===== src/rtl/cdb_arbiter_pkg.sv =====
// Shared CDB types: broadcast payload, requester index constants and a liveness helper.
package cdb_arbiter_pkg;

  typedef struct packed {
    logic [31:0] cdb_data;
    logic [5:0]  cdb_tag;
    logic        cdb_valid;
    logic        cdb_branch;
    logic        cdb_branch_taken;
  } cdb_bus;

  localparam int CDB_REQ_INT = 0;
  localparam int CDB_REQ_MEM = 1;
  localparam int CDB_REQ_MUL = 2;
  localparam int CDB_REQ_DIV = 3;

  // An entry with neither flag set carries nothing worth broadcasting.
  function automatic logic cdb_is_live(input cdb_bus b);
    return b.cdb_valid | b.cdb_branch;
  endfunction

endpackage


===== src/rtl/cdb_arbiter_if.sv =====
// Execution-unit side of the CDB arbiter: per-requester valid/ready inputs, flush and the broadcast.
// A transfer on requester i happens on a rising edge where in_valid[i] and in_ready[i] are both high.
interface cdb_arbiter_if #(parameter int N_REQ = 4);
  import cdb_arbiter_pkg::*;

  logic   [N_REQ-1:0] in_valid;
  cdb_bus [N_REQ-1:0] in_bus;
  logic   [N_REQ-1:0] in_ready;
  logic               flush;
  cdb_bus             cdb_out;
  logic   [N_REQ-1:0] cdb_grant;

  modport master (
    output in_valid, in_bus, flush,
    input  in_ready, cdb_out, cdb_grant
  );

  modport slave (
    input  in_valid, in_bus, flush,
    output in_ready, cdb_out, cdb_grant
  );

endinterface


===== src/rtl/cdb_arbiter_pick.sv =====
// cdb_pick: combinational one-hot grant over req; fixed priority by default,
// rotate-priority-rotate starting at ptr when CDB_ARB_RR_EN is defined.
module cdb_pick #(
  parameter  int N_REQ = 4,
  localparam int PW    = (N_REQ > 1) ? $clog2(N_REQ) : 1
) (
  input  logic [N_REQ-1:0] req,
  input  logic [PW-1:0]    ptr,
  output logic [N_REQ-1:0] grant,
  output logic [PW-1:0]    grant_idx
);

`ifdef CDB_ARB_RR_EN
  logic [N_REQ-1:0] w_rot;
  logic [PW-1:0]    w_off;
  logic [PW:0]      w_sum;

  // Rotate so that ptr lands at bit 0, pick the lowest, then rotate the index back.
  assign w_rot = N_REQ'({req, req} >> ptr);

  always_comb begin
    grant     = '0;
    grant_idx = '0;
    w_off     = '0;
    for (int k = N_REQ - 1; k >= 0; k--) begin
      if (w_rot[k]) w_off = PW'(k);
    end
    w_sum = {1'b0, ptr} + {1'b0, w_off};
    if (w_sum >= (PW+1)'(N_REQ)) w_sum = w_sum - (PW+1)'(N_REQ);
    if (|w_rot) begin
      grant_idx        = w_sum[PW-1:0];
      grant[grant_idx] = 1'b1;
    end
  end
`else
  logic w_unused_ptr;
  assign w_unused_ptr = ^ptr;

  always_comb begin
    grant     = '0;
    grant_idx = '0;
    for (int i = N_REQ - 1; i >= 0; i--) begin
      if (req[i]) begin
        grant     = '0;
        grant[i]  = 1'b1;
        grant_idx = PW'(i);
      end
    end
  end
`endif

endmodule


===== src/rtl/cdb_arbiter.sv =====
// CDB arbiter: one-entry buffer per execution unit, one registered broadcast per cycle.
// Define CDB_ARB_RR_EN for round-robin arbitration; default is fixed priority (index 0 first).
module cdb_arbiter
  import cdb_arbiter_pkg::*;
#(
  parameter int N_REQ = 4
) (
  input logic          clk,
  input logic          rst,
  cdb_arbiter_if.slave bus
);

  localparam int PW = (N_REQ > 1) ? $clog2(N_REQ) : 1;

  logic   [N_REQ-1:0] r_full;
  cdb_bus [N_REQ-1:0] r_buf;
  cdb_bus             r_cdb_out;
  logic   [N_REQ-1:0] r_cdb_grant;

  logic [N_REQ-1:0] w_req;
  logic [N_REQ-1:0] w_null;
  logic [N_REQ-1:0] w_grant;
  logic [N_REQ-1:0] w_in_ready;
  logic [N_REQ-1:0] w_accept;
  logic [PW-1:0]    w_gidx;
  logic [PW-1:0]    w_ptr;
  logic             w_any;

  always_comb begin
    w_req  = '0;
    w_null = '0;
    for (int i = 0; i < N_REQ; i++) begin
      w_req[i]  = r_full[i] &  cdb_is_live(r_buf[i]);
      w_null[i] = r_full[i] & ~cdb_is_live(r_buf[i]);
    end
  end

  // A granted buffer drains this edge, so it may take a new entry at the same time.
  assign w_in_ready = {N_REQ{~rst & ~bus.flush}} & (~r_full | w_grant);
  assign w_accept   = bus.in_valid & w_in_ready;
  assign w_any      = |w_grant;

  cdb_pick #(.N_REQ(N_REQ)) u_pick (
    .req       (w_req),
    .ptr       (w_ptr),
    .grant     (w_grant),
    .grant_idx (w_gidx)
  );

  always_ff @(posedge clk or posedge rst) begin
    if (rst) begin
      r_full      <= '0;
      r_buf       <= '0;
      r_cdb_out   <= '0;
      r_cdb_grant <= '0;
    end else if (bus.flush) begin
      r_full      <= '0;
      r_cdb_out   <= '0;
      r_cdb_grant <= '0;
    end else begin
      r_cdb_out   <= w_any ? r_buf[w_gidx] : '0;
      r_cdb_grant <= w_grant;
      for (int i = 0; i < N_REQ; i++) begin
        if (w_accept[i]) begin
          r_full[i] <= 1'b1;
          r_buf[i]  <= bus.in_bus[i];
        end else if (w_grant[i] | w_null[i]) begin
          r_full[i] <= 1'b0;
        end
      end
    end
  end

`ifdef CDB_ARB_RR_EN
  logic [PW-1:0] r_ptr;

  // Pointer survives flush so a recovering core does not bias back to the integer unit.
  always_ff @(posedge clk or posedge rst) begin
    if (rst) begin
      r_ptr <= '0;
    end else if (!bus.flush && w_any) begin
      r_ptr <= (w_gidx == PW'(N_REQ - 1)) ? '0 : w_gidx + 1'b1;
    end
  end

  assign w_ptr = r_ptr;
`else
  assign w_ptr = '0;
`endif

  assign bus.in_ready  = w_in_ready;
  assign bus.cdb_out   = r_cdb_out;
  assign bus.cdb_grant = r_cdb_grant;

endmodule


===== src/flat_wrapper.sv =====
// flat-port wrapper written by rule: the top's interface ports become plain ports
module cdb_arbiter_flat import cdb_arbiter_pkg::*;
#(
  parameter int N_REQ = 4
)
  (clk, rst, bus_in_valid, bus_in_bus, bus_flush, bus_in_ready, bus_cdb_out, bus_cdb_grant);
  cdb_arbiter_if #(.N_REQ(N_REQ)) bus_i ();
  input logic clk;
  input logic rst;
  input wire logic [$bits(bus_i.in_valid)-1:0] bus_in_valid;
  input wire logic [$bits(bus_i.in_bus)-1:0] bus_in_bus;
  input wire logic [$bits(bus_i.flush)-1:0] bus_flush;
  output wire logic [$bits(bus_i.in_ready)-1:0] bus_in_ready;
  output wire logic [$bits(bus_i.cdb_out)-1:0] bus_cdb_out;
  output wire logic [$bits(bus_i.cdb_grant)-1:0] bus_cdb_grant;
  assign bus_i.in_valid = bus_in_valid;
  assign bus_i.in_bus = bus_in_bus;
  assign bus_i.flush = bus_flush;
  assign bus_in_ready = bus_i.in_ready;
  assign bus_cdb_out = bus_i.cdb_out;
  assign bus_cdb_grant = bus_i.cdb_grant;
  cdb_arbiter #(.N_REQ(N_REQ)) u_core (.clk(clk), .rst(rst), .bus(bus_i));
endmodule

===== config.mk =====
export PLATFORM = sky130hd
export DESIGN_NAME = cdb_arbiter_flat
export DESIGN_NICKNAME = d
export VERILOG_FILES = /design/src/rtl/cdb_arbiter_pkg.sv /design/src/rtl/cdb_arbiter_if.sv /design/src/rtl/cdb_arbiter_pick.sv /design/src/rtl/cdb_arbiter.sv /design/src/flat_wrapper.sv
export SDC_FILE = /design/constraint.sdc
export NUM_CORES = 1
export LEC_CHECK = 0
export CAP_MARGIN = 10
export CORE_UTILIZATION = 45
export DETAILED_ROUTE_END_ITERATION = 7
export PLACE_DENSITY = 0.71
export REMOVE_ABC_BUFFERS = 1
export SLEW_MARGIN = 25
export SYNTH_ARGS = -nofsm -noshare
export SYNTH_HDL_FRONTEND = slang
export SYNTH_SLANG_ARGS = --single-unit

===== constraint.sdc =====
create_clock -name clk -period 8.7 [get_ports clk]
set_input_delay 2.175 -clock clk [delete_from_list [all_inputs] [get_ports clk]]
set_output_delay 2.175 -clock clk [all_outputs]
set_load 0.01 [all_outputs]

### After elaboration in Yosys (flattened, before gate mapping)

Cells that the tools add are included.

| word-level totals | value |
|---|---|
| logic and storage cells | 89 |
| register bits after elaboration | 213 |
| output and inout port bits | 49 |

| operators by class | value |
|---|---|
| magnitude comparators | 1 |
| reductions and logical operators | 9 |
| bitwise logic cells | 27 |
| muxes and demuxes | 22 |

Operators with widths:

| operator | count |
|---|---|
| $mux 41 | 3 |
| $bmux 41 s2 | 1 |
| $mux 4 | 6 |
| $reduce_bool 3->1 | 4 |
| $and 1x1->1 | 9 |
| $and 4x4->4 | 2 |
| $mux 1 | 8 |
| $mux 2 | 4 |
| $or 1x1->1 | 8 |
| $reduce_and 2->1 | 4 |
| $not 1->1 | 6 |
| $not 4->4 | 1 |
| $or 4x4->4 | 1 |
| $reduce_or 4->1 | 1 |
| $lt 2x3->1 const B | 1 |

### Depth between registers and ports, before layout

| depth | value |
|---|---|
| depth after elaboration | 11 |
| mapped depth | 7 |
| mapped depth without buffers | 4 |

### Cells and area by module

From an unflattened synthesis, not the netlist that was laid out.

| second synthesis, totals | value |
|---|---|
| cell total of the unflattened synthesis | 534 |
| area total of the unflattened synthesis | 9019.9 sq um |

By module, submodules not included:

| module | seq. area each (sq um) | area an instance (sq um) | instances | cells each |
|---|---|---|---|---|
| cdb_arbiter | 5330.1 | 8959.8 | 1 | 525 |
| cdb_pick | 0.0 | 60.1 | 1 | 9 |

### Least setup slack after synthesis

No wires, ideal clock.

| path | value |
|---|---|
| path type | in2out |
| start point | in bus_flush |
| end point | out bus_in_ready[0] |
| cell stages on the path | 3 |
| path slack | 3.680 ns |
| required time | 6.525 ns |
| arrival time | 2.845 ns |
| buffers on the path | 1 |
| path through | clkbuf_1 -> or2_2 -> a21oi_1 |

| on the way | value |
|---|---|
| word-level cells in the longest chain between the ends | 3 |

Ends and longest elaborated chain:

| item | line | source |
|---|---|---|
| from (decl) | flat_wrapper.sv:12 | `input wire logic [$bits(bus_i.flush)-1:0] bus_flush;` |
| $not 1->1 (no line) | -- |  |
| $and 1x1->1 | cdb_arbiter.sv:39 | `assign w_in_ready = {N_REQ{~rst & ~bus.flush}} & (~r_full \| w_grant);` |
| $and 4x4->4 | cdb_arbiter.sv:39 |  |
| to (decl) | flat_wrapper.sv:13 | `output wire logic [$bits(bus_i.in_ready)-1:0] bus_in_ready;` |

No other way between the ends.

### Worst setup path in the final report

| path | value |
|---|---|
| start point | in rst |
| end point | out bus_in_ready[3] |

| on the way | value |
|---|---|
| word-level cells in the longest chain between the ends | 3 |

Ends and longest elaborated chain:

| item | line | source |
|---|---|---|
| from (decl) | flat_wrapper.sv:9 | `input logic rst;` |
| $not 1->1 | cdb_arbiter.sv:39 |  |
| $and 1x1->1 | cdb_arbiter.sv:39 |  |
| $and 4x4->4 | cdb_arbiter.sv:39 |  |

No other way between the ends.

==> qor.txt <==
Sum of net half-perimeters after detailed placement = 13900 um
Run status = finished, final reports clean
Share of synthesized area occupied by flip-flops and latches = 0.614
Crit path max fanout = 6
Cell at the slowest stage of the critical path = sky130_fd_sc_hd__clkdlybuf4s50_1
Net switching power = 614 uW
Transition time at the pin with the least slew margin = 0.998 ns
Buffers on Ports = 219
Vias in the first global route = 6450
Period Utilization, post-route = 0.704
Met1 Usage GRT = 0.291
Std-Cell Rows = 50
Number of buffer and inverter stages on the critical path = 2
Startpoint-to-endpoint class of the critical path = in -> out
Unrepaired setup endpoints after global routing = no
Share of power burned in the clock network = 0.355
Fraction of layout cells with a size suffix above 1 = 0.114
Sequential fraction of design power = 0.496
Biggest area consumer among synthesized cells = sky130_fd_sc_hd__dfrtp_1
Routed wirelength normalized by instance count = 20.6 um
Total power divided by cell area = 214 nW/um^2
Setup clock skew after layout = 0.0113 ns
Violation count after the first detailed-routing iteration = 246
Routed Antenna Nets = 0
CTS Buf Count = 23
Final Hold Viols = 0
Residual overflow from global routing = 0
Summed instance area of the synthesized netlist = 8690 um^2
Number of antenna violations at the first check in global routing = 0
Total length of routed wires = 22200 um
Class of the most critical hold timing path = reg -> reg
TritonCTS clock tree = yes
Share of Yosys cell area claimed by the top area cell type = 0.614
Antenna diode count = 0
Switching fraction of total power = 0.243
DR vias/cell = 5.49
Number of flip-flops and latches in the synthesized netlist = 213
Sum of negative setup slack = 0 ns
Int Pwr = 1910 uW
Wire length of the first global-routing pass = 35000 um
Clock latency on the worst-skew pair = 0.50 ns
Maximum buffer depth of the clock tree = 3
GR Layer Usage met3 = 0.0452
Overall global routing resource usage = 0.226
Number of remaining DRC errors = 0
Routability-driven placement congestion ratio = 0.757
Quantity of hold-fixing buffers added after cts = 0
Depth of the CTS H-tree = 1
Synthesized area divided by synthesized cell count = 14.6 um^2
Leak Pwr = 0.00496 uW
DR vias = 5893
Height of the die = 141 um
Net count reported at finish = 970
Minimum clock period = 6.13 ns
Number of iterations in the first detailed-routing pass = 4
Cell-by-cell trace of the critical path = clkdlybuf4s50_1, nor2_1, and2_1, clkdlybuf4s50_1
Data required time of the critical path = 6.53 ns
Clock input transition at the sequential cells of the worst setup and hold paths = 0.06 ns
Die ar. = 19900 um^2
Effective utilization at floorplan = 0.461
Arrival @ worst endpoint = 3.95 ns
Number of inserted filler cells in the final layout = 1405
Cells resized by post-CTS repair = 0
Yosys cell types = 29
Combinational cell fraction of total power = 0.149
Max incr delay on CP = 0.54 ns
Busiest metal layer after global routing = met2
Achievable clock frequency = 163 MHz
Synth warnings = 0
Highest ir drop seen on vdd = 122 uV
Clock root buffer = sky130_fd_sc_hd__clkbuf_16
Mapped Cells = 593
Area growth, synth to finish = 36.1%
Max Cap Violations = 0
Clk sinks = 213
Critical path capture point type = output pin
Count of buffers added by post-CTS timing repair for setup = 0
Most common cell on crit path = sky130_fd_sc_hd__clkdlybuf4s50_1
Met2 usage = 0.382
Total count of max-transition violations in the final report = 0
Launching element type of the critical path = input port
Largest net degree at the start of global routing = 142
Count of final setup violators = 0
Cell class contributing the biggest share of worst-path delay = buffers and inverters
Top cells by area, synth = sky130_fd_sc_hd__dfrtp_1 (61%), sky130_fd_sc_hd__mux2_1 (15%), sky130_fd_sc_hd__a22oi_1 (6.7%), sky130_fd_sc_hd__mux2_4 (6.7%), sky130_fd_sc_hd__o22ai_1 (3.0%)
I/O pin cnt = 220
Area inside the core boundary = 18800 um^2
Final total power = 2530 uW
Horizontal extent of the die = 141 um
Worst-case headroom to the max-slew limit = 0.332
## path summary, 6_finish.rpt
kind	slack, ns	startpoint	to	cells past startpoint
max in group asynchronous	4.96	rst	u_core.r_buf[20]$_DFFE_PP0P_	3
hold reg to reg	0.49	u_core.r_buf[70]$_DFFE_PP0P_	u_core.r_buf[70]$_DFFE_PP0P_	1
setup reg to reg	5.84	u_core.r_buf[2]$_DFFE_PP0P_	u_core.r_buf[139]$_DFFE_PP0P_	4
hold / removal	0.49	u_core.r_buf[70]$_DFFE_PP0P_	u_core.r_buf[70]$_DFFE_PP0P_	1
setup / recovery	2.57	rst	bus_in_ready[3]	4
min in group asynchronous	2.25	rst	u_core.r_full[1]$_DFFE_PP0P_	2
## placed cells by master (no fill, tap or decap), types with 3 or more instances in the layout
cell type | synthesis | routed
sky130_fd_sc_hd__clkbuf_1 | 20 | 10
sky130_fd_sc_hd__o22ai_1 | 41 | 41
sky130_fd_sc_hd__clkbuf_16 | 0 | 23
sky130_fd_sc_hd__o31ai_1 | 3 | 3
sky130_fd_sc_hd__mux2_2 | 4 | 4
sky130_fd_sc_hd__o21ai_1 | 5 | 5
sky130_fd_sc_hd__mux2_1 | 119 | 119
sky130_fd_sc_hd__clkdlybuf4s50_1 | 0 | 218
sky130_fd_sc_hd__clkinv_2 | 0 | 3
sky130_fd_sc_hd__a21oi_1 | 7 | 7
sky130_fd_sc_hd__buf_4 | 0 | 5
sky130_fd_sc_hd__mux2_4 | 39 | 39
sky130_fd_sc_hd__nor2_1 | 8 | 6
sky130_fd_sc_hd__dfrtp_1 | 213 | 213
sky130_fd_sc_hd__nand2_1 | 7 | 5
sky130_fd_sc_hd__clkbuf_8 | 0 | 4
sky130_fd_sc_hd__a22oi_1 | 78 | 78
## power groups by stage
stage	clock [uW]	combinational, uW	sequential [uW]
2_1_floorplan	0	215	1240
3_3_place_gp	0	358	1250
3_5_place_dp	0	379	1270
4_1_cts	916	382	1250
5_1_grt	963	409	1270
6_report	897	376	1250
## cell usage after synthesis, drive strengths merged
| master | instances |
|---|---|
| clkbuf | 20 |
| buf | 24 |
| nor2 | 8 |
| mux2 | 162 |
| inv | 2 |
| a32oi | 2 |
| or2 | 1 |
| and2 | 2 |
| a21oi | 7 |
| and3 | 2 |
| o31ai | 4 |
| o21ai | 5 |
| o41ai | 1 |
| a21o | 1 |
| nand4 | 2 |
| nand2 | 7 |
| a22oi | 78 |
| o22ai | 41 |
| o22a | 2 |
| nand3 | 4 |
| o21a | 3 |
| nor3 | 2 |
| dfrtp | 213 |
## cell type report
cell class,count,area [um^2],area share
sequential,213,5330,0.451
multi-input combinational,334,3190,0.270
timing repair buffer,225,2270,0.192
clock buffer,37,668,0.0565
tap,260,325,0.0275
inverter,2,20.0,0.00169
clock inverter,3,15.0,0.00127
## registers in the layout, indices dropped and copies added (netlist names)
| signal | count |
|---|---|
| u_core.bus.cdb_grant | 4 |
| u_core.bus.cdb_out | 41 |
| u_core.r_buf | 164 |
| u_core.r_full | 4 |
## cells by family (layout without fill, tap and decap cells)
kind of cell | after synthesis | in the layout | share of synthesized area
flip-flops | 213 | 213 | 0.614
multiplexers | 162 | 162 | 0.227
AO/OA/AOI/OAI | 144 | 144 | 0.119
buffers and inverters | 46 | 267 | 0.0255
AND/OR/NAND/NOR | 28 | 28 | 0.0156
## layer usage
layer | routed length [um] | vias up
met1 | 9290 | 2986
met4 | 578 | 0
met3 | 1470 | 40
met5 | 0 | -
li1 | - | 2634
met2 | 10800 | 233
## stage by stage
stage | setup slack, ns | hold WS [ns] | util | area, um^2 | cells
2_1_floorplan | 0.702 | 0.465 | - | 8470 | 549
3_3_place_gp | 2.46 | 0.474 | 0.588 | 11100 | 1032
3_5_place_dp | 2.44 | 0.481 | 0.591 | 11100 | 1034
4_1_cts | 2.44 | 0.494 | 0.627 | 11800 | 1074
5_1_grt | 2.50 | 0.510 | 0.628 | 11800 | 1074
6_report | 2.57 | 0.488 | 0.628 | 11800 | 1074
(Power assumes the default switching activity.)
